**config.mk**
```make
export PLATFORM = sky130hd
export DESIGN_NAME = trdb_stream_buffer
export DESIGN_NICKNAME = d
export VERILOG_FILES = /design/src/rtl/trdb_pkg.sv /design/src/rtl/trdb_sync_fifo.sv /design/src/rtl/trdb_stream_buffer.sv
export SDC_FILE = /design/constraint.sdc
export NUM_CORES = 1
export LEC_CHECK = 0
export CORE_MARGIN = 1
export CORE_UTILIZATION = 35
export DETAILED_ROUTE_END_ITERATION = 16
export GPL_TIMING_DRIVEN = 0
export PLACE_DENSITY = 0.59
export SLEW_MARGIN = 30
export SYNTH_ARGS = -nofsm -noshare
export SYNTH_HDL_FRONTEND = slang
export SYNTH_SLANG_ARGS = --single-unit
```
**constraint.sdc**
```tcl
create_clock -name clk_i -period 10.92 [get_ports clk_i]
set_clock_uncertainty 0.2 [all_clocks]
set_input_delay 2.184 -clock clk_i [delete_from_list [all_inputs] [get_ports clk_i]]
set_output_delay 2.184 -clock clk_i [all_outputs]
set_load 0.02 [all_outputs]
```
**src/rtl/trdb_pkg.sv**
```systemverilog
// Shared constants and types for the trace debugger and its output stream buffer.
package trdb_pkg;
    localparam int XLEN           = 32;
    localparam int TRDB_CNTW      = 16;
    localparam int TRDB_BUF_DEPTH = 16;

    // Upper half of an overflow marker word; the lower half carries the drop count.
    localparam logic [XLEN-TRDB_CNTW-1:0] TRDB_OVF_TAG = 16'hF0F0;

    typedef logic [TRDB_CNTW-1:0] trdb_drop_cnt_t;

    typedef enum logic {
        BUF_IDLE,
        BUF_PENDING
    } trdb_buf_state_e;
endpackage

```
**src/rtl/trdb_sync_fifo.sv**
```systemverilog
// Generic show-ahead synchronous FIFO; the caller guarantees push only when space is available.
module trdb_sync_fifo #(
    parameter int W     = 32,
    parameter int DEPTH = 16,
    localparam int AW   = $clog2(DEPTH)
) (
    input  logic          clk,
    input  logic          rst,
    input  logic          flush,
    input  logic          push,
    input  logic [W-1:0]  wdata,
    input  logic          pop,
    output logic [W-1:0]  rdata,
    output logic [AW:0]   count,
    output logic          full,
    output logic          empty
);
    logic [W-1:0]  mem [DEPTH];
    logic [AW-1:0] wr_ptr;
    logic [AW-1:0] rd_ptr;

    // Storage carries no reset; occupancy is tracked solely by the pointers and count.
    always_ff @(posedge clk) begin
        if (push) mem[wr_ptr] <= wdata;
    end

    always_ff @(posedge clk) begin
        if (rst || flush) begin
            wr_ptr <= '0;
            rd_ptr <= '0;
            count  <= '0;
        end else begin
            if (push) wr_ptr <= wr_ptr + AW'(1);
            if (pop)  rd_ptr <= rd_ptr + AW'(1);
            count <= count + (AW+1)'(push) - (AW+1)'(pop);
        end
    end

    assign rdata = mem[rd_ptr];
    assign full  = (count == (AW+1)'(DEPTH));
    assign empty = (count == '0);
endmodule

```
**src/rtl/trdb_stream_buffer.sv**
```systemverilog
// Absorbs the non-backpressured trace word stream, drains it over valid/ready,
// and replaces each run of dropped words with one in-band overflow marker.
module trdb_stream_buffer #(
    parameter int XLEN  = trdb_pkg::XLEN,
    parameter int DEPTH = trdb_pkg::TRDB_BUF_DEPTH,
    parameter int CNTW  = trdb_pkg::TRDB_CNTW
) (
    input  logic                     clk_i,
    input  logic                     rst_i,
    input  logic                     enable_i,
    input  logic                     clear_i,
    input  logic [XLEN-1:0]          packet_word_i,
    input  logic                     packet_word_valid_i,
    output logic [XLEN-1:0]          word_o,
    output logic                     word_valid_o,
    input  logic                     word_ready_i,
    output logic [$clog2(DEPTH):0]   fill_level_o,
    output logic                     almost_full_o,
    output logic                     overflow_o,
    output logic [CNTW-1:0]          dropped_cnt_o
);
    import trdb_pkg::*;

    localparam int AW = $clog2(DEPTH);
    localparam logic [XLEN-CNTW-1:0] OVF_TAG = (XLEN-CNTW)'(TRDB_OVF_TAG);
    localparam logic [AW:0]          AF_LVL  = (AW+1)'(DEPTH-2);

    function automatic logic [CNTW-1:0] sat_inc(input logic [CNTW-1:0] v);
        return (&v) ? v : v + CNTW'(1);
    endfunction

    trdb_buf_state_e state, state_n;
    logic [CNTW-1:0] drop_run, drop_run_n;
    logic [CNTW-1:0] dropped_n;
    logic            overflow_n;
    logic            wr_en;
    logic [XLEN-1:0] wr_data;
    logic            fifo_full;
    logic            fifo_empty;
    logic            pop;
    logic            space;
    logic            in;

    assign in           = enable_i && packet_word_valid_i;
    assign word_valid_o = !fifo_empty;
    assign pop          = word_valid_o && word_ready_i;
    // A full FIFO that pops this cycle frees the slot being written.
    assign space        = !fifo_full || pop;
    assign almost_full_o = (fill_level_o >= AF_LVL);

    trdb_sync_fifo #(.W(XLEN), .DEPTH(DEPTH)) u_fifo (
        .clk   (clk_i),
        .rst   (rst_i),
        .flush (clear_i),
        .push  (wr_en),
        .wdata (wr_data),
        .pop   (pop),
        .rdata (word_o),
        .count (fill_level_o),
        .full  (fifo_full),
        .empty (fifo_empty)
    );

    always_ff @(posedge clk_i) begin
        if (rst_i || clear_i) begin
            state         <= BUF_IDLE;
            drop_run      <= '0;
            dropped_cnt_o <= '0;
            overflow_o    <= 1'b0;
        end else begin
            state         <= state_n;
            drop_run      <= drop_run_n;
            dropped_cnt_o <= dropped_n;
            overflow_o    <= overflow_n;
        end
    end

    always_comb begin
        state_n    = state;
        drop_run_n = drop_run;
        dropped_n  = dropped_cnt_o;
        overflow_n = overflow_o;
        wr_en      = 1'b0;
        wr_data    = packet_word_i;
        case (state)
            BUF_PENDING: begin
                // The marker owns the write port; any coincident word joins this episode.
                if (space) begin
                    wr_en      = 1'b1;
                    wr_data    = {OVF_TAG, in ? sat_inc(drop_run) : drop_run};
                    if (in) dropped_n = sat_inc(dropped_cnt_o);
                    drop_run_n = '0;
                    state_n    = BUF_IDLE;
                end else if (in) begin
                    drop_run_n = sat_inc(drop_run);
                    dropped_n  = sat_inc(dropped_cnt_o);
                end
            end
            default: begin
                if (in) begin
                    if (space) begin
                        wr_en = 1'b1;
                    end else begin
                        drop_run_n = CNTW'(1);
                        dropped_n  = sat_inc(dropped_cnt_o);
                        overflow_n = 1'b1;
                        state_n    = BUF_PENDING;
                    end
                end
            end
        endcase
    end
endmodule
```
==> impl_metrics.yaml, run 1 <==
cts:
  ctsHoldBuffers: 0
  clkLatencyLatePin_ps: 610
  clock-sinks: 563
  cts_tree: "yes"
  cts_max_path_buffers: 3
  cts_buffers: 55
  cts.repair.resized: 0
  clk_pin_slew_ps: 60
  cts_setup_buffers: 0
  h-tree-depth: 2
  cts-root-buf: "clkbuf_16"
worst_setup_path:
  worstPathRequired_ps: 8540
  rrSetupSlack_ps: 7060
  reg2reg_depth: 9
  start_kind: "register"
  crit_fanout: 10
  cp-end-kind: "output port"
  critPathArrivalTime_ps: 3950
  rr_endpoint: "u_fifo.mem[1][19]"
  path_class: "register to output port"
  r2r-start: "u_fifo.count[2]"
outcome:
  outcome: "finished clean"
min_path:
  holdPathEnd: "overflow_o"
  min-delay-start: "overflow_o"
  min_path_cells: 2
  min_path_type: "register to register"
placement:
  place_congestion: 0.8300
  dpl_cell_area_sq_mm: 0.02541
  dp.cells: 2121
  place_hpwl_um: 36000
  io_buffers: 93
timing:
  worst_pin_slew_ps: 1023
  min_period_ps: 6329
  post-route-period-util_pct: 57.96
  fin_setup_tns_ps: 0
  slew_headroom_pct: 31.78
  whs_ps: 272.8
  slew_violations: 0
  hold_viol: 0
  timing.fmax_mhz: 158.0
  rsz0062_at_grt: "false"
  setup_viol: 0
logic_synthesis:
  synthSimpleGateAreaFrac_pct: 4.483
  synth_top_family_by_area: "multiplexers"
  synth_ff_type: "edfxtp_1"
  synth_edf_count: 512
  ys_seq_area_share_pct: 73.35
  synth_compound_area_share_pct: 2.838
  muxShareOfSynthArea_pct: 16.25
  async_flop_share_pct: 0
  avgSynthCellArea_sq_um: 19.76
  synth_cells: 1131
  yosysUniqueCellTypes: 55
  synthesis.nets: 1186
  yosys_warnings: 0
  synth_xor_area_share_pct: 0.8620
  synth-seq-cells: 563
  synth_fa_ha_area_share_pct: 0.9851
  synthesis.area_sq_mm: 0.02235
global_routing:
  grt_pass1_vias: 12040
  grtUsageTotal_pct: 16.94
  antenna_found_initial: 1
  grt_max_degree: 18
  grt-ovfl-total: 0
  grt_pass1_wl_um: 79650
floorplan:
  dieWidth_um: 254.7
  core_area_sq_mm: 0.06308
  initial_core_util_pct: 35.44
  pin_count: 94
  die_y_um: 254.7
  row_count: 92
  die_area_sq_mm: 0.06488
routing:
  vias: 11660
  drc: 0
  viasPerCell: 5.247
  wl_per_cell_um: 24.25
  ant_nets: 0
  drt_iter0_markers: 1038
  drtPass1Iterations: 5
  finalWirelength_um: 53880
finish:
  synthToLayoutAreaGrowth_pct: 21.44
  final_common_cell: "edfxtp_1"
  stdcell_area_sq_mm: 0.02715
  layout_common_cells: "512 x edfxtp_1, 160 x mux4_2, 93 x clkdlybuf4s50_1, 56 x clkbuf_16, 55 x nand2_1"
  num-fill-cells: 5534
  layout-drive-gt1-share_pct: 24.80
  instances_no_fill: 2222
  nets: 1387
pwr:
  power_density_mw_per_mm2: 173.9
  p_leak_nw: 8.262
  p_total_mw: 4.722
  vdd_drop_max_mv: 0.1545
flow_run:
  max_cap_violations: 0
-- critical path, stage by stage, from the launching register on --
cell and delay (ps):
dfxtp_1 360, clkbuf_1 610, clkbuf_1 820, mux4_2 430, mux4_2 530, clkdlybuf4s50_1 580
-- worst max path at each step --
stage | startpoint | end | slack (ps) | cells after the start
final | register | word_o[28] | 4590 | 5
after global routing | register | word_o[22] | 4500 | 6
after CTS | register | word_o[22] | 4570 | 6
after detailed placement | enable_i | u_fifo.mem[1][19] | 5000 | 8
after global placement | enable_i | u_fifo.mem[1][19] | 1350 | 5
after floorplan | word_ready_i | u_fifo.mem[3][0] | 5170 | 4
-- through the flow --
| step | setup WS, ps | utilization [%] |
|---|---|---|
| after floorplan | 5174 | - |
| after global placement | 1347 | 38.59 |
| after detailed placement | 4999 | 40.29 |
| after CTS | 4565 | 42.99 |
| after global routing | 4500 | 43.03 |
| final | 4591 | 43.03 |
-- layer usage --
metal | wire length (um) | up-vias | global-route usage [%]
met4 | 842 | 0 | 3.541
li1 | - | 5087 | -
met2 | 26800 | 374 | 28.79
met3 | 2827 | 63 | 2.888
met1 | 23400 | 6135 | 22.84
met5 | 0 | - | 0
-- Yosys cell counts (all sizes together) (11+ instances only) --
master	instances	share of area [%]
buf	24	0.51
clkbuf	30	0.50
o31ai	11	0.37
xnor2	13	0.51
a21oi	32	0.72
edfxtp	512	69
nor2	49	0.82
o21ai	23	0.51
mux4	160	16
inv	13	0.22
dfxtp	51	4.6
nand3	14	0.31
nand2b	13	0.36
and2	13	0.36
nand2	55	0.92
ha	16	0.90
-- kinds of logic after synthesis --
family	Yosys count
XOR/XNOR	22
adder cells (fa/ha/maj)	17
buffers and inverters	67
flip-flops	563
AND/OR/NAND/NOR	200
AO/OA/AOI/OAI	99
multiplexers	163
-- flip-flops by register name, summed over array words and instances (netlist names), named ones only --
signal         flops
u_fifo.mem       512
u_fifo.count       5
state              1
u_fifo.wr_ptr      4
overflow_o         1
drop_run          16
dropped_cnt_o     16
u_fifo.rd_ptr      4
-- layout make-up --
type	count	area [sq um]	area share (%)
clock inverter	26	237.7	0.8757
tap	846	1059	3.899
sequential	563	16400	60.40
clock buffer	74	1469	5.411
buffer	54	240.2	0.8850
timing repair buffer	144	1807	6.656
antenna	1	2.502	0.009218
multi-input combinational	501	5887	21.69
inverter	13	48.80	0.1798
-- report_power, final --
group | switching [mW] | internal [mW]
clock network | 0.806 | 1.02
registers | 0.0134 | 2.37
logic | 0.268 | 0.246
total | 1.09 | 3.63
Note: power is estimated with default switching activity, not from simulation.
==> inputs of run 2 (changes only) <==
PLACE_DENSITY = 0.61   (was 0.59)
clock period = 5.6 ns   (was 10.92 ns; I/O delays follow)
==> impl_metrics.yaml, run 2 (synthesized netlist as in run 1, its figures left out) <==
outcome:
  outcome: "finished clean"
floorplan:
  core_area_sq_mm: 0.06308
  die_y_um: 254.7
  row_count: 92
  pin_count: 94
  dieWidth_um: 254.7
  initial_core_util_pct: 35.44
  die_area_sq_mm: 0.06488
min_path:
  min_path_cells: 2
  min_path_type: "register to register"
  holdPathEnd: "overflow_o"
  min-delay-start: "overflow_o"
finish:
  layout-drive-gt1-share_pct: 25.85
  num_antenna_cells: 0
  synthToLayoutAreaGrowth_pct: 22.32
  largest_reg_flops: 512
  final_util_pct: 43.35
  final_common_cell: "edfxtp_1"
  top_regs: "u_fifo.mem x512, drop_run x16, dropped_cnt_o x16"
  nets: 1390
  stdcell_area_sq_mm: 0.02734
  layout_common_cells: "512 x edfxtp_1, 160 x mux4_2, 93 x clkdlybuf4s50_1, 58 x clkbuf_16, 55 x nand2_1"
  regMostFlops: "u_fifo.mem"
global_routing:
  grt-ovfl-total: 0
  grt_pass1_vias: 12050
  grt.busiest_layer: "met2"
  grt_pass1_wl_um: 80410
  met2_usage_pct: 27.69
  use_met1_pct: 24.25
  grt_max_degree: 17
  grtUsageTotal_pct: 17.27
  met3_usage_pct: 3.603
  antenna_found_initial: 1
routing:
  finalWirelength_um: 54870
  viasPerCell: 5.278
  vias: 11760
  drtPass1Iterations: 5
  drc: 0
  wl_per_cell_um: 24.64
  ant_nets: 0
  drt_iter0_markers: 1125
cts:
  cts.repair.resized: 0
  cts_tree: "yes"
  clkLatencyLatePin_ps: 610
  ctsHoldBuffers: 0
  cts-root-buf: "clkbuf_16"
  cts_max_path_buffers: 3
  h-tree-depth: 2
  clk_pin_slew_ps: 60
  cts_setup_buffers: 0
  clock-sinks: 563
  cts_buffers: 56
timing:
  hold_viol: 0
  rsz0062_at_grt: "false"
  whs_ps: 283.3
  post-route-period-util_pct: 93.22
  setup_viol: 0
  setup_ws_ps: 379.9
  slew_violations: 0
  min_period_ps: 5220
  slew_headroom_pct: 33.15
  worst_pin_slew_ps: 1003
  timing.fmax_mhz: 191.6
worst_setup_path:
  reg2reg_depth: 9
  start_kind: "register"
  crit_fanout: 10
  critPathArrivalTime_ps: 3900
  rrSetupSlack_ps: 1770
  rr_endpoint: "u_fifo.mem[3][20]"
  path_class: "register to output port"
  r2r-start: "u_fifo.count[2]"
  worstPathRequired_ps: 4280
  cp-end-kind: "output port"
pwr:
  power_density_mw_per_mm2: 347.8
  p_leak_nw: 8.368
  vdd_drop_max_mv: 0.2897
placement:
  dpl_cell_area_sq_mm: 0.02541
  pre_cts_slack_ps: 873.9
  place_congestion: 0.8424
  place_hpwl_um: 36820
  io_buffers: 93
flow_run:
  max_cap_violations: 0
run 2: cell count changes in the layout (fill, tap and decap cells not counted), moves of 3 or more:
cell and change:
buf_16 -3, buf_4 -4, buf_6 +5, buf_8 +4, bufinv_16 +4, clkbuf_1 -6
run 2: worst max path at each step:
stage                            start                end  slack (ps)  depth (start not counted)
final                         register          word_o[4]         380                          5
after global routing          register          word_o[4]         240                          5
after CTS                     register         word_o[30]         310                          5
after detailed placement      enable_i  u_fifo.mem[3][20]         870                          8
after global placement        enable_i  u_fifo.mem[3][20]       -3460                          5
after floorplan           word_ready_i   u_fifo.mem[3][0]         920                          4
run 2: where the power goes:
part           internal [mW]  switching, mW
Clock                   2.24           1.61
Sequential              4.62         0.0288
Combinational          0.479          0.522
run 2: final cells by class:
class | count | area [sq um]
inverter | 13 | 48.80
sequential | 563 | 16400
clock buffer | 71 | 1510
fill | 5532 | 35740
buffer | 54 | 242.7
multi-input combinational | 501 | 5898
timing repair buffer | 146 | 1810
tap | 846 | 1059
clock inverter | 33 | 377.9
run 2: through the flow:
| step | cells | power (mW) | setup TNS, ps |
|---|---|---|---|
| 5_1_grt | 2227 | 9.815 | 0 |
| 4_1_cts | 2226 | 9.599 | 0 |
| 3_3_place_gp | 2070 | 5.729 | -835790 |
| 6_report | 2227 | 9.509 | 0 |
| 2_1_floorplan | 1131 | 5.380 | 0 |
| 3_5_place_dp | 2122 | 5.756 | 0 |
run 2: critical path, stage by stage, from the launching register on:
cell	delay (ps)
dfxtp_1	360
clkbuf_1	590
clkbuf_1	810
mux4_2	410
mux4_2	540
clkdlybuf4s50_1	580
run 2: routing by layer:
layer | vias to the layer above | share of wire [%]
met2 | 417 | 48
met3 | 73 | 6.8
met1 | 6179 | 44
li1 | 5086 | -
met5 | - | 0
met4 | 0 | 1.6
